`config.mk`:
```
export PLATFORM = sky130hd
export DESIGN_NAME = spi_command_queue_flat
export DESIGN_NICKNAME = d
export VERILOG_FILES = /design/src/rtl/tetris_pkg.sv /design/src/rtl/spi_command_queue_if.sv /design/src/rtl/spi_command_queue_cmd_fifo.sv /design/src/rtl/spi_command_queue.sv /design/src/flat_wrapper.sv
export SDC_FILE = /design/constraint.sdc
export NUM_CORES = 1
export LEC_CHECK = 0
export CORE_ASPECT_RATIO = 0.8
export CORE_MARGIN = 8
export CORE_UTILIZATION = 30
export DETAILED_ROUTE_END_ITERATION = 10
export HOLD_SLACK_MARGIN = 0.06
export SYNTH_ARGS = -nofsm -noshare
export SYNTH_HDL_FRONTEND = slang
export SYNTH_SLANG_ARGS = --single-unit
```
`constraint.sdc`:
```
create_clock -name clk -period 3.3 [get_ports clk]
set_input_delay 0.495 -clock clk [delete_from_list [all_inputs] [get_ports clk]]
set_output_delay 0.495 -clock clk [all_outputs]
set_load 0.05 [all_outputs]
```
`src/rtl/tetris_pkg.sv`:
```
// Shared game types plus the SPI command byte layout and decode helpers.
// Pure declarations and combinational functions; no state.
// No flow control here; consumers apply their own handshake.
package tetris_pkg;

  typedef enum logic [1:0] {
    MOVE_LEFT   = 2'd0,
    MOVE_RIGHT  = 2'd1,
    MOVE_ROTATE = 2'd2,
    MOVE_DROP   = 2'd3
  } command_t;

  // Bit positions inside a received SPI command byte
  localparam int CMD_MOVE_LSB   = 0;
  localparam int CMD_PIECE_LSB  = 2;
  localparam int CMD_MVALID_BIT = 5;
  localparam int CMD_RSVD_MSB   = 7;

  typedef struct packed {
    command_t   move;
    logic       move_valid;
    logic [2:0] piece;
  } spi_cmd_t;

  // Split a byte into its fields; piece code 7 does not exist and folds to 0
  function automatic spi_cmd_t decode_spi_cmd(input logic [7:0] b);
    spi_cmd_t   c;
    logic [2:0] p;
    p            = b[CMD_PIECE_LSB +: 3];
    c.move       = command_t'(b[CMD_MOVE_LSB +: 2]);
    c.move_valid = b[CMD_MVALID_BIT];
    c.piece      = (p == 3'd7) ? 3'd0 : p;
    return c;
  endfunction

  // Reserved top bits must be zero for a byte to be trusted
  function automatic logic is_malformed(input logic [7:0] b);
    return b[CMD_RSVD_MSB -: 2] != 2'b00;
  endfunction

endpackage

```
`src/rtl/spi_command_queue_if.sv`:
```
// Command bus from the queue head to the game executioner.
// Head fields are combinational from registered FIFO state.
// Consumer pulls with cmd_pop while cmd_valid is high.
interface spi_command_queue_if;
  logic                cmd_pop;
  logic                cmd_valid;
  tetris_pkg::command_t cmd_move;
  logic                cmd_move_valid;
  logic [2:0]          cmd_piece;

  modport master (
    input  cmd_pop,
    output cmd_valid, cmd_move, cmd_move_valid, cmd_piece
  );

  modport slave (
    output cmd_pop,
    input  cmd_valid, cmd_move, cmd_move_valid, cmd_piece
  );
endinterface

```
`src/rtl/spi_command_queue_cmd_fifo.sv`:
```
// Generic first-word-fall-through FIFO with a separate occupancy counter.
// Pushed entry is visible at the head the cycle after the push edge.
// A push while full is accepted only if a pop retires the head at the same edge.
module cmd_fifo import tetris_pkg::*; #(
  parameter int  DEPTH = 4,
  parameter type T     = spi_cmd_t
) (
  input  logic                   clk,
  input  logic                   reset,
  input  logic                   push,
  input  T                       push_dat,
  input  logic                   pop,
  output logic                   full,
  output logic                   empty,
  output logic [$clog2(DEPTH):0] occupancy,
  output T                       head_dat
);
  localparam int AW = $clog2(DEPTH);

  T              mem [DEPTH];
  logic [AW-1:0] wr_ptr;
  logic [AW-1:0] rd_ptr;
  logic          pop_eff;
  logic          push_eff;

  assign empty    = (occupancy == '0);
  assign full     = (occupancy == (AW+1)'(DEPTH));
  assign pop_eff  = pop && !empty;
  assign push_eff = push && (!full || pop_eff);
  assign head_dat = empty ? T'('0) : mem[rd_ptr];

  // Storage array; contents are meaningless while the matching slot is unoccupied
  always_ff @(posedge clk) begin
    if (push_eff) mem[wr_ptr] <= push_dat;
  end

  // Pointers wrap naturally because DEPTH is a power of two
  always_ff @(posedge clk) begin
    if (reset) begin
      wr_ptr    <= '0;
      rd_ptr    <= '0;
      occupancy <= '0;
    end else begin
      if (push_eff) wr_ptr <= wr_ptr + 1'b1;
      if (pop_eff)  rd_ptr <= rd_ptr + 1'b1;
      case ({push_eff, pop_eff})
        2'b10:   occupancy <= occupancy + 1'b1;
        2'b01:   occupancy <= occupancy - 1'b1;
        default: occupancy <= occupancy;
      endcase
    end
  end
endmodule

```
`src/rtl/spi_command_queue.sv`:
```
// Captures each SPI byte once, retires it via spi_clear, queues decoded commands.
// Capture edge N -> cmd_valid in cycle N+1 when empty; spi_clear from cycle N+1.
// No backpressure to SPI: full drops well-formed bytes (counted), malformed rejected.
module spi_command_queue import tetris_pkg::*; #(
  parameter int DEPTH     = 4,
  parameter int CNT_WIDTH = 8
) (
  input  logic                    clk,
  input  logic                    reset,
  input  logic [7:0]              spi_data,
  input  logic                    spi_data_valid,
  output logic                    spi_clear,
  spi_command_queue_if.master     cmd,
  output logic [$clog2(DEPTH):0]  occupancy,
  output logic [CNT_WIDTH-1:0]    drop_count,
  output logic [CNT_WIDTH-1:0]    reject_count
);
  typedef enum logic {IDLE, CLEAR_WAIT} state_t;

  localparam logic [CNT_WIDTH-1:0] CNT_MAX = '1;

  state_t   state;
  logic     full;
  logic     empty;
  logic     capture;
  logic     malformed;
  logic     accept;
  logic     push;
  spi_cmd_t head;

  assign capture   = (state == IDLE) && spi_data_valid;
  assign malformed = is_malformed(spi_data);
  // Post-pop room: a same-cycle pop frees the slot this byte needs
  assign accept    = !full || (cmd.cmd_pop && !empty);
  assign push      = capture && !malformed && accept;

  cmd_fifo #(.DEPTH(DEPTH), .T(spi_cmd_t)) u_fifo (
    .clk       (clk),
    .reset     (reset),
    .push      (push),
    .push_dat  (decode_spi_cmd(spi_data)),
    .pop       (cmd.cmd_pop),
    .full      (full),
    .empty     (empty),
    .occupancy (occupancy),
    .head_dat  (head)
  );

  assign cmd.cmd_valid      = !empty;
  assign cmd.cmd_move       = head.move;
  assign cmd.cmd_move_valid = head.move_valid;
  assign cmd.cmd_piece      = head.piece;

  // Capture FSM: classify once in IDLE, then hold clear until spi drops valid
  always_ff @(posedge clk) begin
    if (reset) begin
      state        <= IDLE;
      spi_clear    <= 1'b0;
      drop_count   <= '0;
      reject_count <= '0;
    end else begin
      case (state)
        IDLE: begin
          if (spi_data_valid) begin
            if (malformed) begin
              if (reject_count != CNT_MAX) reject_count <= reject_count + 1'b1;
            end else if (!accept) begin
              if (drop_count != CNT_MAX) drop_count <= drop_count + 1'b1;
            end
            state     <= CLEAR_WAIT;
            spi_clear <= 1'b1;
          end
        end
        CLEAR_WAIT: begin
          if (!spi_data_valid) begin
            state     <= IDLE;
            spi_clear <= 1'b0;
          end
        end
        default: begin
          state     <= IDLE;
          spi_clear <= 1'b0;
        end
      endcase
    end
  end
endmodule
```
`src/flat_wrapper.sv`:
```
// flat-port wrapper written by rule: the top's interface ports become plain ports
module spi_command_queue_flat import tetris_pkg::*;
#(
  parameter int DEPTH     = 4,
  parameter int CNT_WIDTH = 8
)
  (clk, reset, spi_data, spi_data_valid, spi_clear, occupancy, drop_count, reject_count, cmd_cmd_pop, cmd_cmd_valid, cmd_cmd_move, cmd_cmd_move_valid, cmd_cmd_piece);
  spi_command_queue_if cmd_i ();
  input  logic clk;
  input  logic reset;
  input  logic [7:0] spi_data;
  input  logic spi_data_valid;
  output logic spi_clear;
  output logic [$clog2(DEPTH):0] occupancy;
  output logic [CNT_WIDTH-1:0] drop_count;
  output logic [CNT_WIDTH-1:0] reject_count;
  input wire logic [$bits(cmd_i.cmd_pop)-1:0] cmd_cmd_pop;
  output wire logic [$bits(cmd_i.cmd_valid)-1:0] cmd_cmd_valid;
  output wire logic [$bits(cmd_i.cmd_move)-1:0] cmd_cmd_move;
  output wire logic [$bits(cmd_i.cmd_move_valid)-1:0] cmd_cmd_move_valid;
  output wire logic [$bits(cmd_i.cmd_piece)-1:0] cmd_cmd_piece;
  assign cmd_i.cmd_pop = cmd_cmd_pop;
  assign cmd_cmd_valid = cmd_i.cmd_valid;
  assign cmd_cmd_move = cmd_i.cmd_move;
  assign cmd_cmd_move_valid = cmd_i.cmd_move_valid;
  assign cmd_cmd_piece = cmd_i.cmd_piece;
  spi_command_queue #(.DEPTH(DEPTH), .CNT_WIDTH(CNT_WIDTH)) u_core (.clk(clk), .reset(reset), .spi_data(spi_data), .spi_data_valid(spi_data_valid), .spi_clear(spi_clear), .cmd(cmd_i), .occupancy(occupancy), .drop_count(drop_count), .reject_count(reject_count));
endmodule
```
# [After elaboration in Yosys (flattened, before gate mapping)]
# Memories as Yosys holds them, arrays and structs flattened. A register that Yosys moved wholly into a read port is not among the register bits.
# Cells that the tools add are included.
# W data, S select, Z words.
[word_totals] mem_bits_rw=24 reg_bits=25 out_inout_bits=27 in_bits=12 n_memories=1 word_cells=51
[memory_table] name="u_core.u_fifo.mem" words=4 word_bits=6 rd=1 rd_ports_with_merged_regs=1 write_ports=1 line_no="spi_command_queue_cmd_fifo.sv:20" rtl="T mem [DEPTH];"
[op_classes] reduce_logical=15 bitwise=3 eq_ne=8 n_addsub=6 muxes=11
[op_table] op="$add A8 B1 Y8 const B" n=2
[op_table] op="$ne A8 B8 Y1 const B" n=2
[op_table] op="$eq A3 B3 Y1 const B" n=2
[op_table] op="$mux W6" n=1
[op_table] op="$pmux W3 S2" n=1
[op_table] op="$logic_and A1 B1 Y1" n=5
[op_table] op="$mux W1" n=5
[op_table] op="$reduce_and A5 Y1" n=1
[op_table] op="$add A2 B1 Y2 const B" n=2
[op_table] op="$mux W2" n=2
[op_table] op="$ne A2 B2 Y1 const B" n=2
[op_table] op="$reduce_and A4 Y1" n=1
[op_table] op="$reduce_bool A2 Y1" n=2
[op_table] op="$add A3 B1 Y3 const B" n=1
[op_table] op="$logic_not A1 Y1" n=3
[op_table] op="$logic_not A3 Y1" n=1
[op_table] op="$mux W3" n=1
[op_table] op="$not A1 Y1" n=3
[op_table] op="$sub A3 B1 Y3 const B" n=1
[op_table] op="$eq A2 B1 Y1 const B" n=1
[op_table] op="$eq A2 B2 Y1 const B" n=1
[op_table] op="$pmux W1 S2" n=1
[op_table] op="$reduce_and A2 Y1" n=1
[op_table] op="$logic_or A1 B1 Y1" n=1

# [Logic depth before layout (Yosys ltp)]
[depth] depth_word=8 depth_mapped=12 ltp_nobuf=11

# [Modules after synthesis]
# Synthesis repeated with hierarchy kept, for this count alone.
[hier_totals] hier_cells=212 hier_area_um2=2454.9
[modules_own_cells] module="cmd_fifo" n_inst=1 seq_area_each_um2=900.9 area_per_inst_um2=1483.9 cells_per_inst=102
[modules_own_cells] module="spi_command_queue" n_inst=1 seq_area_each_um2=360.3 area_per_inst_um2=970.9 cells_per_inst=110

# [Least setup slack after synthesis]
# Ideal clock, no wire load.
[synth_timing] path_kind="reg-to-reg" from="reg u_core.u_fifo.occupancy[0]" to="reg u_core.u_fifo.occupancy[2]" setup_ns=0.071 t_arrival_ns=2.893 stages_incl_launch_ff=10 path_slack_ns=0.336 required_ns=3.229 n_path_buf=1 synth_period_minus_slack_ns=2.964 cell_sequence="dfxtp_1 -> or3_2 -> clkbuf_1 -> and2_1 -> ha_1 -> inv_1 -> fa_1 -> xor2_1 -> or3_1 -> a21oi_1"
[synth_between] elab_chain_len=8 elab_cells_between_ends=14 classes_between="add/sub: 2; eq/ne: 3; mux: 1; reduce/logical: 8"
[synth_lines] element="start, declared" line_no="spi_command_queue_cmd_fifo.sv:15" rtl="output logic [$clog2(DEPTH):0] occupancy,"
[synth_lines] element="start signal, assigned" line_no="spi_command_queue_cmd_fifo.sv:47" rtl="2'b10: occupancy <= occupancy + 1'b1;"
[synth_lines] element="start signal, assigned" line_no="spi_command_queue_cmd_fifo.sv:48" rtl="2'b01: occupancy <= occupancy - 1'b1;"
[synth_lines] element="start signal, assigned" line_no="spi_command_queue_cmd_fifo.sv:49" rtl="default: occupancy <= occupancy;"
[synth_lines] element="$logic_not A3 Y1 (*)" line_no="spi_command_queue_cmd_fifo.sv:26" rtl="assign empty = (occupancy == '0);"
[synth_lines] element="$logic_not A1 Y1 (*)"
[synth_lines] element="net cmd_cmd_valid" line_no="flat_wrapper.sv:18" rtl="output wire logic [$bits(cmd_i.cmd_valid)-1:0] cmd_cmd_valid;"
[synth_lines] element="$logic_and A1 B1 Y1 (*)" line_no="spi_command_queue_cmd_fifo.sv:28, spi_command_queue.sv:34"
[synth_lines] element="net u_core.u_fifo.pop_eff" line_no="spi_command_queue_cmd_fifo.sv:23" rtl="logic pop_eff;"
[synth_lines] element="$logic_or A1 B1 Y1" line_no="spi_command_queue_cmd_fifo.sv:29" rtl="assign push_eff = push && (!full || pop_eff);"
[synth_lines] element="$logic_and A1 B1 Y1" line_no="spi_command_queue.sv:35" rtl="assign push = capture && !malformed && accept;"
[synth_lines] element="$logic_and A1 B1 Y1" line_no="spi_command_queue_cmd_fifo.sv:29"
[synth_lines] element="$eq A2 B1 Y1 / $eq A2 B2 Y1 (equally long branches)" line_no="spi_command_queue_cmd_fifo.sv:46" rtl="case ({push_eff, pop_eff})"
[synth_lines] element="$pmux W3 S2 / $reduce_bool A2 Y1 (equally long branches)"
# Mark *: on every way through the listed nets, which the timed path passes. The rest lies on a longest branch.
# A chain may end at the register's enable or synchronous reset.

==> metrics.cfg <==
[synthesis]
synth_cell_types = 39
syn_area_sq_um = 2277
yosysWarnings = 0
synth_ff_type = dfxtp_1
synth-seq-cells = 51
synth.avg_cell_area_sq_um = 12.11
ys_seq_area_share_pct = 55.38
synthArstFlopShare_pct = 0
syn-num-nets = 209
synthCells = 188
synth-edff-count = 24

[placed_design]
hpwl_um = 3240
io_buffers = 38
dpl.cell_count = 327
gp_congestion = 0.7307

[drt]
first_pass_iters = 4
routed_wl_um = 4431
initialDrtViolationCount = 119
wl_per_cell_um = 13.23
via_per_inst = 4.504
drc = 0
vias = 1509
postRouteAntennaNets = 0

[power_and_ir_drop]
ir_drop_v = 0.0001895
clkPwrFrac_pct = 29.5
p_leak_uw = 0.0009848
p_int_uw = 1033
seq_power_share_pct = 48.7
power_switching_uw = 423.8
p_total_uw = 1457
p_sw_share_pct = 29.10
comb_power_share_pct = 21.8
power.density_nw_per_um2 = 503.5

[final_layout]
regArea_sq_um = 1261
final_cell_mix = clkdlybuf4s50_1, dfxtp_1, nor2_1, edfxtp_1, and2_1
diodes = 0
final_cells = 335
drive_above_1_share_pct = 9.565
final_core_util_pct = 39.13
multi_input_area_sq_um = 962.2
layout_commonest_cell = clkdlybuf4s50_1
finalNetCount = 250
nFillCells = 700
area_growth_pct = 27.03

[min_path]
hold_class = reg -> reg
holdPathEnd = u_core.spi_clear
hold_depth = 2
min_from = u_core.spi_clear

[worst_setup_path]
startpoint_type = register
cp_max_fo = 6
worstReg2RegStart = u_core.u_fifo.occupancy[1]
cp.required_ns = 2.80
r2r-end = u_core.u_fifo.occupancy[2]
reg2reg_depth = 9
worst-setup-path-type = reg -> out
worst-r2r-setup-slack_ns = 0.93
crit_arrival_ns = 2.31
critPathCaptureType = primary output

[clock_tree]
clkSinkCount = 51
cts-root-buf = clkbuf_8
htreeDepth = 2
clk_pin_slew_ns = 0.09
post_cts_buffers = 0
cts_buffers = 5
cts_max_path_buffers = 2
post_cts_resized = 0
clk_latency_ns = 0.29
cts_tree = built
postCtsHoldBufs = 0

[sta]
maxSlewViolCount = 0
max_freq_mhz = 357.0
hold_viol_final = 0
finalSetupTns_ns = 0
setup_viol = 0
period_share_pct = 84.88
rsz0062_at_grt = no
holdWs_ns = 0.4953
tightest_slew_ns = 0.9923
skew_ns = 0.006989
timing.final.crit_period_ns = 2.801
slew_headroom_pct = 33.64

[floorplan]
ios = 39
die-area_sq_um = 10650
die_w_um = 113.4
die_h_um = 93.93
initial_utilization_pct = 30.81
core-area_sq_um = 7392
fp-row-count = 28

[global_route]
antenna_found_initial = 0
grt_overflow_total = 0
grt_usage_pct = 8.745
grt_max_degree = 27
first_global_vias = 1511
grt_pass1_wl_um = 7479

[outcome]
status = finished clean

[job]
maxCapViolations = 0

[layer usage]
layer	GRT usage (%)	share of wire [%]
met1	11.06	49
met2	14.14	46
met3	1.991	3.1
met4	3.650	1.5
met5	0	0
[worst max-delay path by stage]
stage                          startpoint                         end
3_5_place_dp                  cmd_cmd_pop  u_core.u_fifo.occupancy[2]
6_report                         register            cmd_cmd_piece[1]
3_3_place_gp                  cmd_cmd_pop  u_core.u_fifo.occupancy[2]
5_1_grt                          register            cmd_cmd_piece[1]
4_1_cts                          register            cmd_cmd_piece[1]
2_1_floorplan  u_core.u_fifo.occupancy[0]  u_core.u_fifo.occupancy[2]
[synth_stat cells (2+ instances only)]
master | instances | area, sq um
dfxtp_1 | 27 | 540.5
nor2_1 | 25 | 93.84
edfxtp_1 | 24 | 720.7
and2_1 | 12 | 75.07
ha_1 | 8 | 100.1
inv_1 | 8 | 30.03
xor2_1 | 7 | 61.31
mux2i_1 | 6 | 60.06
mux4_2 | 6 | 135.1
nand4_1 | 6 | 37.54
clkbuf_1 | 5 | 18.77
nand3_1 | 5 | 25.02
a21oi_1 | 4 | 20.02
nand2_1 | 4 | 15.01
o21ai_0 | 4 | 20.02
a21boi_0 | 3 | 22.52
nor3_1 | 3 | 15.01
xnor2_1 | 3 | 26.28
a211oi_1 | 2 | 15.01
a31oi_1 | 2 | 12.51
nor2b_1 | 2 | 12.51
nor4b_1 | 2 | 17.52
o2111ai_1 | 2 | 17.52
o211a_1 | 2 | 20.02
or3_1 | 2 | 12.51
[layout make-up]
type / instances / share of cell area, %
tap: 105 / 4.542
sequential: 51 / 43.60
clock buffer: 5 / 2.379
inverter: 8 / 1.038
timing repair buffer: 40 / 13.67
multi-input combinational: 123 / 33.26
clock inverter: 3 / 1.514
[through the flow]
step,cell area (sq um),setup WS [ns]
after floorplan,2277,0.3361
after global placement,2780,0.4072
after detailed placement,2780,0.3119
after CTS,2893,0.4347
after global routing,2893,0.3809
final,2893,0.4989
[power by group through the flow]
stage                     sequential [uW]  combinational, uW  clock, uW
after detailed placement              726                322          0
final                                 709                317        430
after global routing                  716                338        471
after floorplan                       743                200          0
after CTS                             711                323        440
after global placement                724                319          0
[state kept, by name, summed over array words and instances (netlist names), named ones only]
signal / cells
u_core.u_fifo.mem: 24
u_core.drop_count: 8
u_core.reject_count: 8
u_core.u_fifo.occupancy: 3
u_core.u_fifo.rd_ptr: 2
u_core.u_fifo.wr_ptr: 2
u_core.spi_clear: 1
u_core.state: 1
[worst max-delay path, stage by stage, from the launching register on]
cell,delay (ns)
dfxtp_1,0.58
mux4_2,0.56
and2_1,0.17
clkdlybuf4s50_1,0.70
[logic make-up after synthesis]
group / Yosys count / synth area share, %
and+or+nand+nor: 70 / 17.36
AOI/OAI and AO/OA: 22 / 7.198
muxes: 12 / 8.572
buffers and inverters: 14 / 2.363
DFF: 51 / 55.38
adders and majority gates: 9 / 5.275
xor gates and xnor gates: 10 / 3.846
Power figures use the tool's default switching activity.
